[src/rtl/ps2_pkg.sv]
// Shared scancodes, RX state encoding and colour helpers for the PS/2 cursor controller.
package ps2_pkg;

    localparam logic [7:0] SC_EXT = 8'hE0;
    localparam logic [7:0] SC_BRK = 8'hF0;
    localparam logic [7:0] SC_UP  = 8'h75;
    localparam logic [7:0] SC_DN  = 8'h72;
    localparam logic [7:0] SC_LT  = 8'h6B;
    localparam logic [7:0] SC_RT  = 8'h74;
    localparam logic [7:0] SC_C   = 8'h21;
    localparam logic [7:0] SC_R   = 8'h2D;

    localparam logic [2:0] COLOR_FRAME   = 3'b100;
    localparam logic [2:0] COLOR_DEFAULT = 3'b001;

    typedef enum logic [1:0] {
        RX_IDLE,
        RX_DATA,
        RX_PARITY,
        RX_STOP
    } rx_state_e;

    // The frame colour is reserved, so the square never takes it.
    function automatic logic [2:0] next_color(input logic [2:0] c);
        logic [2:0] n;
        n = c + 3'd1;
        return (n == COLOR_FRAME) ? n + 3'd1 : n;
    endfunction

endpackage

[src/rtl/ps2_cursor_ctrl_if.sv]
// PS/2 pins, frame strobe and committed cursor outputs. Optional oParityErr under PS2_PARITY_CHECK_EN.
interface ps2_cursor_if;
    logic       iPS2Clock;
    logic       iPS2Data;
    logic       iFrameStrobe;
    logic [9:0] oXRedCounter;
    logic [9:0] oYRedCounter;
    logic [2:0] oColorCuadro;
    logic [7:0] oScanCode;
    logic       oKeyValid;
`ifdef PS2_PARITY_CHECK_EN
    logic       oParityErr;

    modport master (
        output iPS2Clock, iPS2Data, iFrameStrobe,
        input  oXRedCounter, oYRedCounter, oColorCuadro, oScanCode, oKeyValid, oParityErr
    );
    modport slave (
        input  iPS2Clock, iPS2Data, iFrameStrobe,
        output oXRedCounter, oYRedCounter, oColorCuadro, oScanCode, oKeyValid, oParityErr
    );
`else
    modport master (
        output iPS2Clock, iPS2Data, iFrameStrobe,
        input  oXRedCounter, oYRedCounter, oColorCuadro, oScanCode, oKeyValid
    );
    modport slave (
        input  iPS2Clock, iPS2Data, iFrameStrobe,
        output oXRedCounter, oYRedCounter, oColorCuadro, oScanCode, oKeyValid
    );
`endif
endinterface

[src/rtl/ps2_rx_frame.sv]
// PS/2 receiver: pin synchronisers, falling-edge detect, 11-bit frame FSM with abort timeout.
// PS2_PARITY_CHECK_EN enables odd-parity checking and the parity_err_o pulse.
module ps2_rx_frame
    import ps2_pkg::*;
#(
    parameter int TIMEOUT_CYCLES = 25000,
    parameter int TW             = 15
) (
    input  logic       Clock,
    input  logic       Reset,
    input  logic       ps2_clk_i,
    input  logic       ps2_data_i,
    output logic [7:0] byte_o,
    output logic       valid_o
`ifdef PS2_PARITY_CHECK_EN
    ,
    output logic       parity_err_o
`endif
);

    localparam logic [TW-1:0] TMO_MAX = TW'(TIMEOUT_CYCLES);

    logic [1:0]    clk_sync_q, dat_sync_q;
    logic          clk_prev_q;
    rx_state_e     state_q;
    logic [2:0]    bit_cnt_q;
    logic [7:0]    shift_q, byte_q;
    logic          valid_q;
    logic [TW-1:0] tmo_q;
`ifdef PS2_PARITY_CHECK_EN
    logic          par_q, perr_q;
`endif

    logic fall, din;
    assign fall = clk_prev_q & ~clk_sync_q[1];
    assign din  = dat_sync_q[1];

    always_ff @(posedge Clock or negedge Reset) begin
        if (!Reset) begin
            clk_sync_q <= 2'b11;
            dat_sync_q <= 2'b11;
            clk_prev_q <= 1'b1;
        end else begin
            clk_sync_q <= {clk_sync_q[0], ps2_clk_i};
            dat_sync_q <= {dat_sync_q[0], ps2_data_i};
            clk_prev_q <= clk_sync_q[1];
        end
    end

    always_ff @(posedge Clock or negedge Reset) begin
        if (!Reset) begin
            state_q   <= RX_IDLE;
            bit_cnt_q <= '0;
            shift_q   <= '0;
            byte_q    <= '0;
            valid_q   <= 1'b0;
            tmo_q     <= '0;
`ifdef PS2_PARITY_CHECK_EN
            par_q     <= 1'b0;
            perr_q    <= 1'b0;
`endif
        end else begin
            valid_q <= 1'b0;
`ifdef PS2_PARITY_CHECK_EN
            perr_q  <= 1'b0;
`endif
            if (fall) begin
                tmo_q <= '0;
                case (state_q)
                    RX_IDLE: if (!din) begin
                        state_q   <= RX_DATA;
                        bit_cnt_q <= '0;
                    end
                    RX_DATA: begin
                        shift_q   <= {din, shift_q[7:1]};
                        bit_cnt_q <= bit_cnt_q + 3'd1;
                        if (bit_cnt_q == 3'd7) state_q <= RX_PARITY;
                    end
                    RX_PARITY: begin
`ifdef PS2_PARITY_CHECK_EN
                        par_q <= din;
`endif
                        state_q <= RX_STOP;
                    end
                    default: begin
`ifdef PS2_PARITY_CHECK_EN
                        if (din && (^{shift_q, par_q})) begin
                            byte_q  <= shift_q;
                            valid_q <= 1'b1;
                        end else if (din) begin
                            perr_q  <= 1'b1;
                        end
`else
                        if (din) begin
                            byte_q  <= shift_q;
                            valid_q <= 1'b1;
                        end
`endif
                        state_q <= RX_IDLE;
                    end
                endcase
            end else if (state_q != RX_IDLE) begin
                // Saturating counter: a stuck partial frame is abandoned, never wrapped.
                if (tmo_q == TMO_MAX) state_q <= RX_IDLE;
                else                  tmo_q   <= tmo_q + 1'b1;
            end
        end
    end

    assign byte_o  = byte_q;
    assign valid_o = valid_q;
`ifdef PS2_PARITY_CHECK_EN
    assign parity_err_o = perr_q;
`endif

endmodule

[src/rtl/ps2_cursor_ctrl.sv]
// Keyboard-driven cursor: decodes PS/2 bytes into staged X/Y/colour, committed on the frame strobe.
// PS2_PARITY_CHECK_EN adds parity checking and the oParityErr output.
module ps2_cursor_ctrl
    import ps2_pkg::*;
#(
    parameter int         STEP           = 32,
    parameter logic [9:0] XMAX           = 10'd320,
    parameter logic [9:0] YMAX           = 10'd32,
    parameter int         TIMEOUT_CYCLES = 25000,
    parameter int         TW             = 15
) (
    input logic          Clock,
    input logic          Reset,
    ps2_cursor_if.slave  bus
);

    localparam logic [10:0] STEP11 = 11'(STEP);

    logic [7:0] rx_byte;
    logic       rx_valid;

`ifdef PS2_PARITY_CHECK_EN
    logic rx_perr;
`endif

    ps2_rx_frame #(
        .TIMEOUT_CYCLES (TIMEOUT_CYCLES),
        .TW             (TW)
    ) u_rx (
        .Clock        (Clock),
        .Reset        (Reset),
        .ps2_clk_i    (bus.iPS2Clock),
        .ps2_data_i   (bus.iPS2Data),
        .byte_o       (rx_byte),
        .valid_o      (rx_valid)
`ifdef PS2_PARITY_CHECK_EN
        ,
        .parity_err_o (rx_perr)
`endif
    );

    logic [9:0]  x_q, x_d, y_q, y_d, xo_q, yo_q;
    logic [2:0]  col_q, col_d, colo_q;
    logic        brk_q, brk_d, ext_q, ext_d;
    logic [10:0] x_add, y_add;

    assign x_add = {1'b0, x_q} + STEP11;
    assign y_add = {1'b0, y_q} + STEP11;

    always_comb begin
        x_d   = x_q;
        y_d   = y_q;
        col_d = col_q;
        brk_d = brk_q;
        ext_d = ext_q;
        if (rx_valid) begin
            if (rx_byte == SC_EXT) begin
                ext_d = 1'b1;
            end else if (rx_byte == SC_BRK) begin
                brk_d = 1'b1;
            end else if (brk_q) begin
                brk_d = 1'b0;
                ext_d = 1'b0;
            end else begin
                ext_d = 1'b0;
                // Arrows live on the E0 page; C and R are plain codes.
                if (ext_q) begin
                    case (rx_byte)
                        SC_UP: y_d = ({1'b0, y_q} < STEP11) ? '0 : y_q - STEP11[9:0];
                        SC_DN: y_d = (y_add > {1'b0, YMAX}) ? YMAX : y_add[9:0];
                        SC_LT: x_d = ({1'b0, x_q} < STEP11) ? '0 : x_q - STEP11[9:0];
                        SC_RT: x_d = (x_add > {1'b0, XMAX}) ? XMAX : x_add[9:0];
                        default: ;
                    endcase
                end else begin
                    case (rx_byte)
                        SC_C: col_d = next_color(col_q);
                        SC_R: begin
                            x_d   = '0;
                            y_d   = '0;
                            col_d = COLOR_DEFAULT;
                        end
                        default: ;
                    endcase
                end
            end
        end
    end

    always_ff @(posedge Clock or negedge Reset) begin
        if (!Reset) begin
            x_q    <= '0;
            y_q    <= '0;
            col_q  <= COLOR_DEFAULT;
            brk_q  <= 1'b0;
            ext_q  <= 1'b0;
            xo_q   <= '0;
            yo_q   <= '0;
            colo_q <= COLOR_DEFAULT;
        end else begin
            x_q   <= x_d;
            y_q   <= y_d;
            col_q <= col_d;
            brk_q <= brk_d;
            ext_q <= ext_d;
            // Commit the post-decode value so a coincident key is not lost for a frame.
            if (bus.iFrameStrobe) begin
                xo_q   <= x_d;
                yo_q   <= y_d;
                colo_q <= col_d;
            end
        end
    end

    assign bus.oXRedCounter = xo_q;
    assign bus.oYRedCounter = yo_q;
    assign bus.oColorCuadro = colo_q;
    assign bus.oScanCode    = rx_byte;
    assign bus.oKeyValid    = rx_valid;
`ifdef PS2_PARITY_CHECK_EN
    assign bus.oParityErr   = rx_perr;
`endif

endmodule

[src/flat_wrapper.sv]
// flat-port wrapper written by rule: the top's interface ports become plain ports
module ps2_cursor_ctrl_flat import ps2_pkg::*;
#(
    parameter int         STEP           = 32,
    parameter logic [9:0] XMAX           = 10'd320,
    parameter logic [9:0] YMAX           = 10'd32,
    parameter int         TIMEOUT_CYCLES = 25000,
    parameter int         TW             = 15
)
  (Clock, Reset, bus_iPS2Clock, bus_iPS2Data, bus_iFrameStrobe, bus_oXRedCounter, bus_oYRedCounter, bus_oColorCuadro, bus_oScanCode, bus_oKeyValid);
  ps2_cursor_if bus_i ();
  input logic Clock;
  input logic Reset;
  input wire logic [$bits(bus_i.iPS2Clock)-1:0] bus_iPS2Clock;
  input wire logic [$bits(bus_i.iPS2Data)-1:0] bus_iPS2Data;
  input wire logic [$bits(bus_i.iFrameStrobe)-1:0] bus_iFrameStrobe;
  output wire logic [$bits(bus_i.oXRedCounter)-1:0] bus_oXRedCounter;
  output wire logic [$bits(bus_i.oYRedCounter)-1:0] bus_oYRedCounter;
  output wire logic [$bits(bus_i.oColorCuadro)-1:0] bus_oColorCuadro;
  output wire logic [$bits(bus_i.oScanCode)-1:0] bus_oScanCode;
  output wire logic [$bits(bus_i.oKeyValid)-1:0] bus_oKeyValid;
  assign bus_i.iPS2Clock = bus_iPS2Clock;
  assign bus_i.iPS2Data = bus_iPS2Data;
  assign bus_i.iFrameStrobe = bus_iFrameStrobe;
  assign bus_oXRedCounter = bus_i.oXRedCounter;
  assign bus_oYRedCounter = bus_i.oYRedCounter;
  assign bus_oColorCuadro = bus_i.oColorCuadro;
  assign bus_oScanCode = bus_i.oScanCode;
  assign bus_oKeyValid = bus_i.oKeyValid;
  ps2_cursor_ctrl #(.STEP(STEP), .XMAX(XMAX), .YMAX(YMAX), .TIMEOUT_CYCLES(TIMEOUT_CYCLES), .TW(TW)) u_core (.Clock(Clock), .Reset(Reset), .bus(bus_i));
endmodule
[config.mk]
export PLATFORM = sky130hd
export DESIGN_NAME = ps2_cursor_ctrl_flat
export DESIGN_NICKNAME = d
export VERILOG_FILES = /design/src/rtl/ps2_pkg.sv /design/src/rtl/ps2_cursor_ctrl_if.sv /design/src/rtl/ps2_rx_frame.sv /design/src/rtl/ps2_cursor_ctrl.sv /design/src/flat_wrapper.sv
export SDC_FILE = /design/constraint.sdc
export NUM_CORES = 1
export LEC_CHECK = 0
export BUFFER_PORTS_ARGS = -buffer_cell sky130_fd_sc_hd__buf_2
export CAP_MARGIN = 15
export CORE_ASPECT_RATIO = 1.75
export CORE_MARGIN = 2
export CORE_UTILIZATION = 60
export DETAILED_ROUTE_END_ITERATION = 8
export PLACE_DENSITY = 0.8
export SYNTH_ARGS = -nofsm -noshare
export SYNTH_HDL_FRONTEND = slang
export SYNTH_SLANG_ARGS = --single-unit
[constraint.sdc]
create_clock -name Clock -period 5.3 [get_ports Clock]
set_clock_uncertainty 0.15 [all_clocks]
set_input_delay 0.795 -clock Clock [delete_from_list [all_inputs] [get_ports Clock]]
set_output_delay 0.795 -clock Clock [all_outputs]
set_load 0.01 [all_outputs]
# --- Word level (Yosys, flattened, before mapping) ---
# Index checks and enable logic that the tools add are counted.
totals:
  out_inout_bits: 32
  input_bits: 5
  regBits: 90
classes:
  n_addsub: 8
  eq_ne: 18
  muxes: 42
  bitwise_logic: 4
  n_lt_le_gt_ge: 4
  reduce_logical: 13
ops:
  columns: ["operator", "count"]
  rows:
  - ["$mux W10", 16]
  - ["$mux W15", 3]
  - ["$pmux W10 S2", 2]
  - ["$eq A8 B7 Y1 const B", 4]
  - ["$add A10 B6 Y11 const B", 2]
  - ["$mux W3", 7]
  - ["$lt A10 B6 Y1 const B", 2]
  - ["$sub A10 B6 Y10 const B", 2]
  - ["$eq A8 B6 Y1 const B", 2]
  - ["$eq A8 B8 Y1 const B", 2]
  - ["$add A15 B1 Y15 const B", 1]
  - ["$eq A15 B15 Y1 const B", 1]
  - ["$pmux W3 S2", 2]
  - ["$gt A11 B6 Y1 const B", 1]
  - ["$gt A11 B9 Y1 const B", 1]
  - ["$mux W2", 5]
  - ["$add A3 B1 Y3 const B", 3]
  - ["$reduce_and A2 Y1", 4]
  - ["$reduce_bool A2 Y1", 4]
  - ["$eq A3 B3 Y1 const B", 2]
  - ["$mux W1", 6]
  - ["$ne A3 B3 Y1 const B", 2]
  - ["$pmux W2 S3", 1]
  - ["$reduce_and A3 Y1", 2]
  - ["9 further kinds", 12]

# --- Longest topological paths before layout ---
depth:
  word_depth: 9
  mapped_depth: 9
  ltp_nobuf: 8

# --- Cells and area by module ---
# A second synthesis with hierarchy kept.
unflattened:
  cells_unflattened: 407
  hier_area_um2: 4498.1
modules_own_cells:
  columns: ["mod", "seq_area_each_um2", "area_per_inst_um2", "n_inst", "cells_each"]
  rows:
  - ["ps2_cursor_ctrl", 1203.7, 2537.4, 1, 248]
  - ["ps2_rx_frame", 1057.3, 1960.6, 1, 159]

# --- Worst setup path before layout ---
# OpenSTA, ideal clock, no wires.
synth_path:
  kind: "register to register"
  startpoint: "register u_core.x_q[6]"
  endpoint: "register u_core.xo_q[5], in the netlist u_core.bus.oXRedCounter[5]"
  setup_time_ps: 82
  stages_incl_launch_ff: 8
  setup_slack_ps: 3107
  arrival_time_ps: 1961
  cell_sequence: "dfrtp_1 -> ha_1 -> or2_2 -> a221oi_2 -> or2_1 -> a31oi_1 -> or3_1 -> a31oi_1"
synth_between:
  elab_chain_len: 9
synth_rtl:
  columns: ["element", "line_no", "rtl"]
  rows:
  - ["start: declaration", "ps2_cursor_ctrl.sv:42", "logic [9:0] x_q, x_d, y_q, y_d, xo_q, yo_q;"]
  - ["start signal: assignment", "ps2_cursor_ctrl.sv:92", "x_q <= '0;"]
  - ["start signal: assignment", "ps2_cursor_ctrl.sv:101", "x_q <= x_d;"]
  - ["$add A10 B6 Y11", "ps2_cursor_ctrl.sv:47", "assign x_add = {1'b0, x_q} + STEP11;"]
  - ["$gt A11 B9 Y1", "ps2_cursor_ctrl.sv:72", "SC_RT: x_d = (x_add > {1'b0, XMAX}) ? XMAX : x_add[9:0];"]
  - ["$mux W10", "ps2_cursor_ctrl.sv:72", null]
  - ["$pmux W10 S2 (*)", "ps2_cursor_ctrl.sv:68", "case (rx_byte)"]
  - ["$mux W10 (*)", "ps2_cursor_ctrl.sv:67", "if (ext_q) begin"]
  - ["$mux W10 (*)", "ps2_cursor_ctrl.sv:61", "end else if (brk_q) begin"]
  - ["$mux W10 (*)", "ps2_cursor_ctrl.sv:59", "end else if (rx_byte == SC_BRK) begin"]
  - ["$mux W10 (*)", "ps2_cursor_ctrl.sv:57", "if (rx_byte == SC_EXT) begin"]
  - ["$mux W10 (*)", "ps2_cursor_ctrl.sv:56", "if (rx_valid) begin"]
  - ["end signal: assignment", "ps2_cursor_ctrl.sv:97", "xo_q <= '0;"]
  - ["end signal: assignment", "ps2_cursor_ctrl.sv:108", "xo_q <= x_d;"]
  - ["end: declaration", "ps2_cursor_ctrl.sv:42", null]
# Every way passes the cells marked *; elsewhere a longest branch is shown, timed or not.
# A chain may end at the register's enable or synchronous reset.

# --- Worst setup path after layout ---
layout_path:
  startpoint: "register u_core.x_q[5]"
  endpoint: "register u_core.xo_q[5], in the netlist u_core.bus.oXRedCounter[5]"
layout_between:
  elab_chain_len: 9
layout_rtl:
  columns: ["element", "line_no"]
  rows:
  - ["$add A10 B6 Y11", "ps2_cursor_ctrl.sv:47"]
  - ["$gt A11 B9 Y1", "ps2_cursor_ctrl.sv:72"]
  - ["$mux W10", "ps2_cursor_ctrl.sv:72"]
  - ["$pmux W10 S2", "ps2_cursor_ctrl.sv:68"]
  - ["$mux W10", "ps2_cursor_ctrl.sv:67"]
  - ["$mux W10", "ps2_cursor_ctrl.sv:61"]
  - ["$mux W10", "ps2_cursor_ctrl.sv:59"]
  - ["$mux W10", "ps2_cursor_ctrl.sv:57"]
  - ["$mux W10 (*)", "ps2_cursor_ctrl.sv:56"]
# Marked as above.

==> flow_metrics.tcl <==
set metrics [dict create \
    clkTransAtPathRegs_ns 0.06 \
    finalHoldViolations 0 \
    clock.fmax_mhz 410 \
    drv_slew 0 \
    die_x_um 69.6 \
    synth_seq_area_share_pct 50.0 \
    fillCellCount 548 \
    cts_setup_buffers 0 \
    hp-class "reg2reg" \
    status "complete, no violations" \
    setup_ws_ns 2.86 \
    io_pins 37 \
    grt_overflow 0 \
    nNetsFinal 481 \
    clkPwrFrac_pct 41.0 \
    async_flop_share_pct 100 \
    drt_first_pass_iters 4 \
    post-place-ws_ns 2.89 \
    ys_ff_latch 90 \
    grt_pass1_wl_um 15400 \
    cts_tree "built" \
    start_kind "flip-flop" \
    grt_util_all_layers_pct 23.5 \
    min_delay_path_depth 0 \
    syn_nets 447 \
    cts-buffers-inserted 9 \
    areaGrowthSynthToFinish_pct 12.4 \
    p_per_area_nw_per_um2 304 \
    yosys.area.top_type "dfrtp_1" \
    grt_max_degree 91 \
    fin_crit_sh_pct 46.0 \
    tightest_slew_ns 0.638 \
    power_mw 1.55 \
    clk-insertion-delay-late_ns 0.34 \
    setup_viol 0 \
    layout.cells.non_filler 552 \
    drtIter0Drc 150 \
    via_count 3367 \
    yosysWarnings 0 \
    start_util_pct 62.1 \
    final_area_um2 5090 \
    relSlewSlack_pct 57.5 \
    p_int_mw 1.16 \
    ys_top_cells_by_area "dfrtp_1, mux2_2, ha_1, dfstp_2, nor2_1" \
    reg2reg_setup_slack_ns 2.86 \
    numClockSinks 90 \
    ys_types 67 \
    required_ns 5.41 \
    grt_pass1_vias 3433 \
    yosys.area.top_type_share_pct 45.9 \
    coreArea_um2 7280 \
    synthesis.area_um2 4520 \
    synthFlopType "dfrtp_1" \
    p_switching_uw 388 \
    cts_max_path_buffers 2 \
    synth_enable_flop_cells 0 \
    detail_route.wl_per_cell_um 16.4 \
    placedCellCount 535 \
    syn_inst 427 \
    ctsRootBufferMaster "clkbuf_16" \
    ant_nets 0 \
    r2r-start "u_core.x_q[5]" \
    placement_rows 41 \
    whs_ns 0.208 \
    remaining_drc_errors 0 \
    io_buffers 36 \
    critPathKind "reg2reg" \
    place_congestion 0.938 \
    reg2reg_depth 7 \
    min_from "u_core.u_rx.dat_sync_q[0]" \
    leakage_nw 2.49 \
    drive_above_1_share_pct 20.6 \
    yosys.cell_count.top_type "dfrtp_1" \
    drv_cap 0 \
    switching_share_pct 25.1 \
    cp_max_fo 10 \
    reg2reg_to "u_core.bus.oXRedCounter[5]" \
    die_h_um 119 \
    pwr-share-comb_pct 9.7 \
    holdBufCountCts 0 \
    min_period_ns 2.44 \
    viasPerCell 6.10 \
    max-vdd-ir-drop_mv 0.205 \
    endpoint_kind "flip-flop" \
    n_antenna_cell 0 \
    cp.arrival_ns 2.55 \
    placed_cell_area_um2 4760 \
    grt_setup_unrepaired "no" \
    finish.utilization_pct 69.8 \
    h-tree-depth 3 \
    avgSynthCellArea_um2 10.6 \
    synth_common_cells "dfrtp_1, nor2_1, mux2_2" \
    min_to "u_core.u_rx.dat_sync_q[1]" \
    dieArea_um2 8280 \
    routed_wl_um 9070 \
    dp_hpwl_um 6540 \
    setup_tns_ns 0 \
    antenna_found_initial 0 \
    cts-resized-gates 0 \
    seq_power_share_pct 49.3 \
]
==> power by group through the flow <==
stage | Clock, mW | Sequential [mW] | Combinational, mW
finish | 0.634 | 0.762 | 0.149
global route | 0.682 | 0.766 | 0.171
global placement | 0 | 0.770 | 0.137
CTS | 0.648 | 0.761 | 0.149
detailed placement | 0 | 0.773 | 0.147
floorplan | 0 | 0.761 | 0.107
==> area by class of cell <==
class | count | area, um^2 | area share, %
Timing Repair Buffer | 38 | 218 | 4.28
Sequential cell | 90 | 2260 | 44.5
Tap cell | 86 | 108 | 2.12
Clock buffer | 10 | 229 | 4.50
Clock inverter | 6 | 73.8 | 1.45
Inverter | 24 | 90.1 | 1.77
Multi-Input combinational cell | 298 | 2110 | 41.4
==> placed cells by master (no fill, tap or decap), drive strengths merged, types with 3 or more instances in the layout <==
| cell type | Yosys | layout |
|---|---|---|
| buf | 5 | 38 |
| and3 | 3 | 3 |
| mux2i | 7 | 7 |
| nor2b | 11 | 11 |
| dfstp | 7 | 7 |
| o22ai | 7 | 7 |
| inv | 24 | 26 |
| nand4 | 8 | 8 |
| xor2 | 14 | 14 |
| a21boi | 3 | 3 |
| nor4 | 6 | 6 |
| and4 | 3 | 3 |
| a21oi | 15 | 15 |
| nand2b | 5 | 5 |
| dfrtp | 83 | 83 |
| o21ai | 12 | 12 |
| o2111ai | 4 | 4 |
| or3 | 3 | 3 |
| and2 | 9 | 9 |
| a21o | 3 | 3 |
| clkbuf | 10 | 10 |
| o211ai | 3 | 3 |
| ha | 15 | 15 |
| or2 | 4 | 4 |
| o21a | 4 | 4 |
| nand3 | 15 | 15 |
| mux2 | 26 | 26 |
| nor3 | 7 | 7 |
| nand2 | 23 | 23 |
| a31oi | 8 | 8 |
| nor3b | 3 | 3 |
| nor2 | 37 | 37 |
==> cells by family after synthesis <==
| group | count (synthesis) | share of synthesized area, % |
|---|---|---|
| AO/OA/AOI/OAI | 85 | 13.4 |
| XOR/XNOR | 16 | 3.10 |
| adder cells (fa/ha/maj) | 15 | 4.15 |
| buffers and inverters | 39 | 3.43 |
| flip-flops | 90 | 50.0 |
| multiplexers | 33 | 8.02 |
| AND/OR/NAND/NOR | 149 | 18.0 |
==> worst max path at each step <==
stage / endpoint / from / depth (start not counted) / slack, ns
detailed placement: u_core.bus.oXRedCounter[5] / u_core.x_q[5] / 7 / 2.89
CTS: u_core.bus.oXRedCounter[5] / u_core.x_q[5] / 7 / 2.86
floorplan: u_core.bus.oXRedCounter[5] / u_core.x_q[6] / 7 / 3.11
global placement: u_core.bus.oXRedCounter[5] / u_core.x_q[5] / 7 / 2.94
global route: u_core.u_rx.state_q[0] / u_core.u_rx.clk_prev_q / 6 / 2.66
finish: u_core.bus.oXRedCounter[5] / u_core.x_q[5] / 7 / 2.86
==> state kept, by name (all words and copies together) (netlist names), 3 cells and up <==
signal and flops:
u_core.bus.oColorCuadro 3, u_core.bus.oXRedCounter 10, u_core.bus.oYRedCounter 10, u_core.col_q 3
u_core.u_rx.bit_cnt_q 3, u_core.u_rx.byte_o 8, u_core.u_rx.shift_q 8, u_core.u_rx.tmo_q 15
u_core.x_q 10, u_core.y_q 10
==> per-layer routing <==
layer	global-route usage, %	part of all wire, %	up-vias
met4	13.8	3.9	0
li1	-	-	1605
met5	0	0	-
met2	42.5	56	74
met3	5.92	2.9	27
met1	23.9	37	1661
==> critical path, stage by stage (launching register included) <==
cell and delay (ns):
dfrtp_1 0.48, ha_1 0.33, or2_2 0.32, a221oi_2 0.34, or2_1 0.15, a31oi_1 0.09, or3_1 0.34, a31oi_1 0.16
No activity file was read; power rests on OpenSTA's default activity.
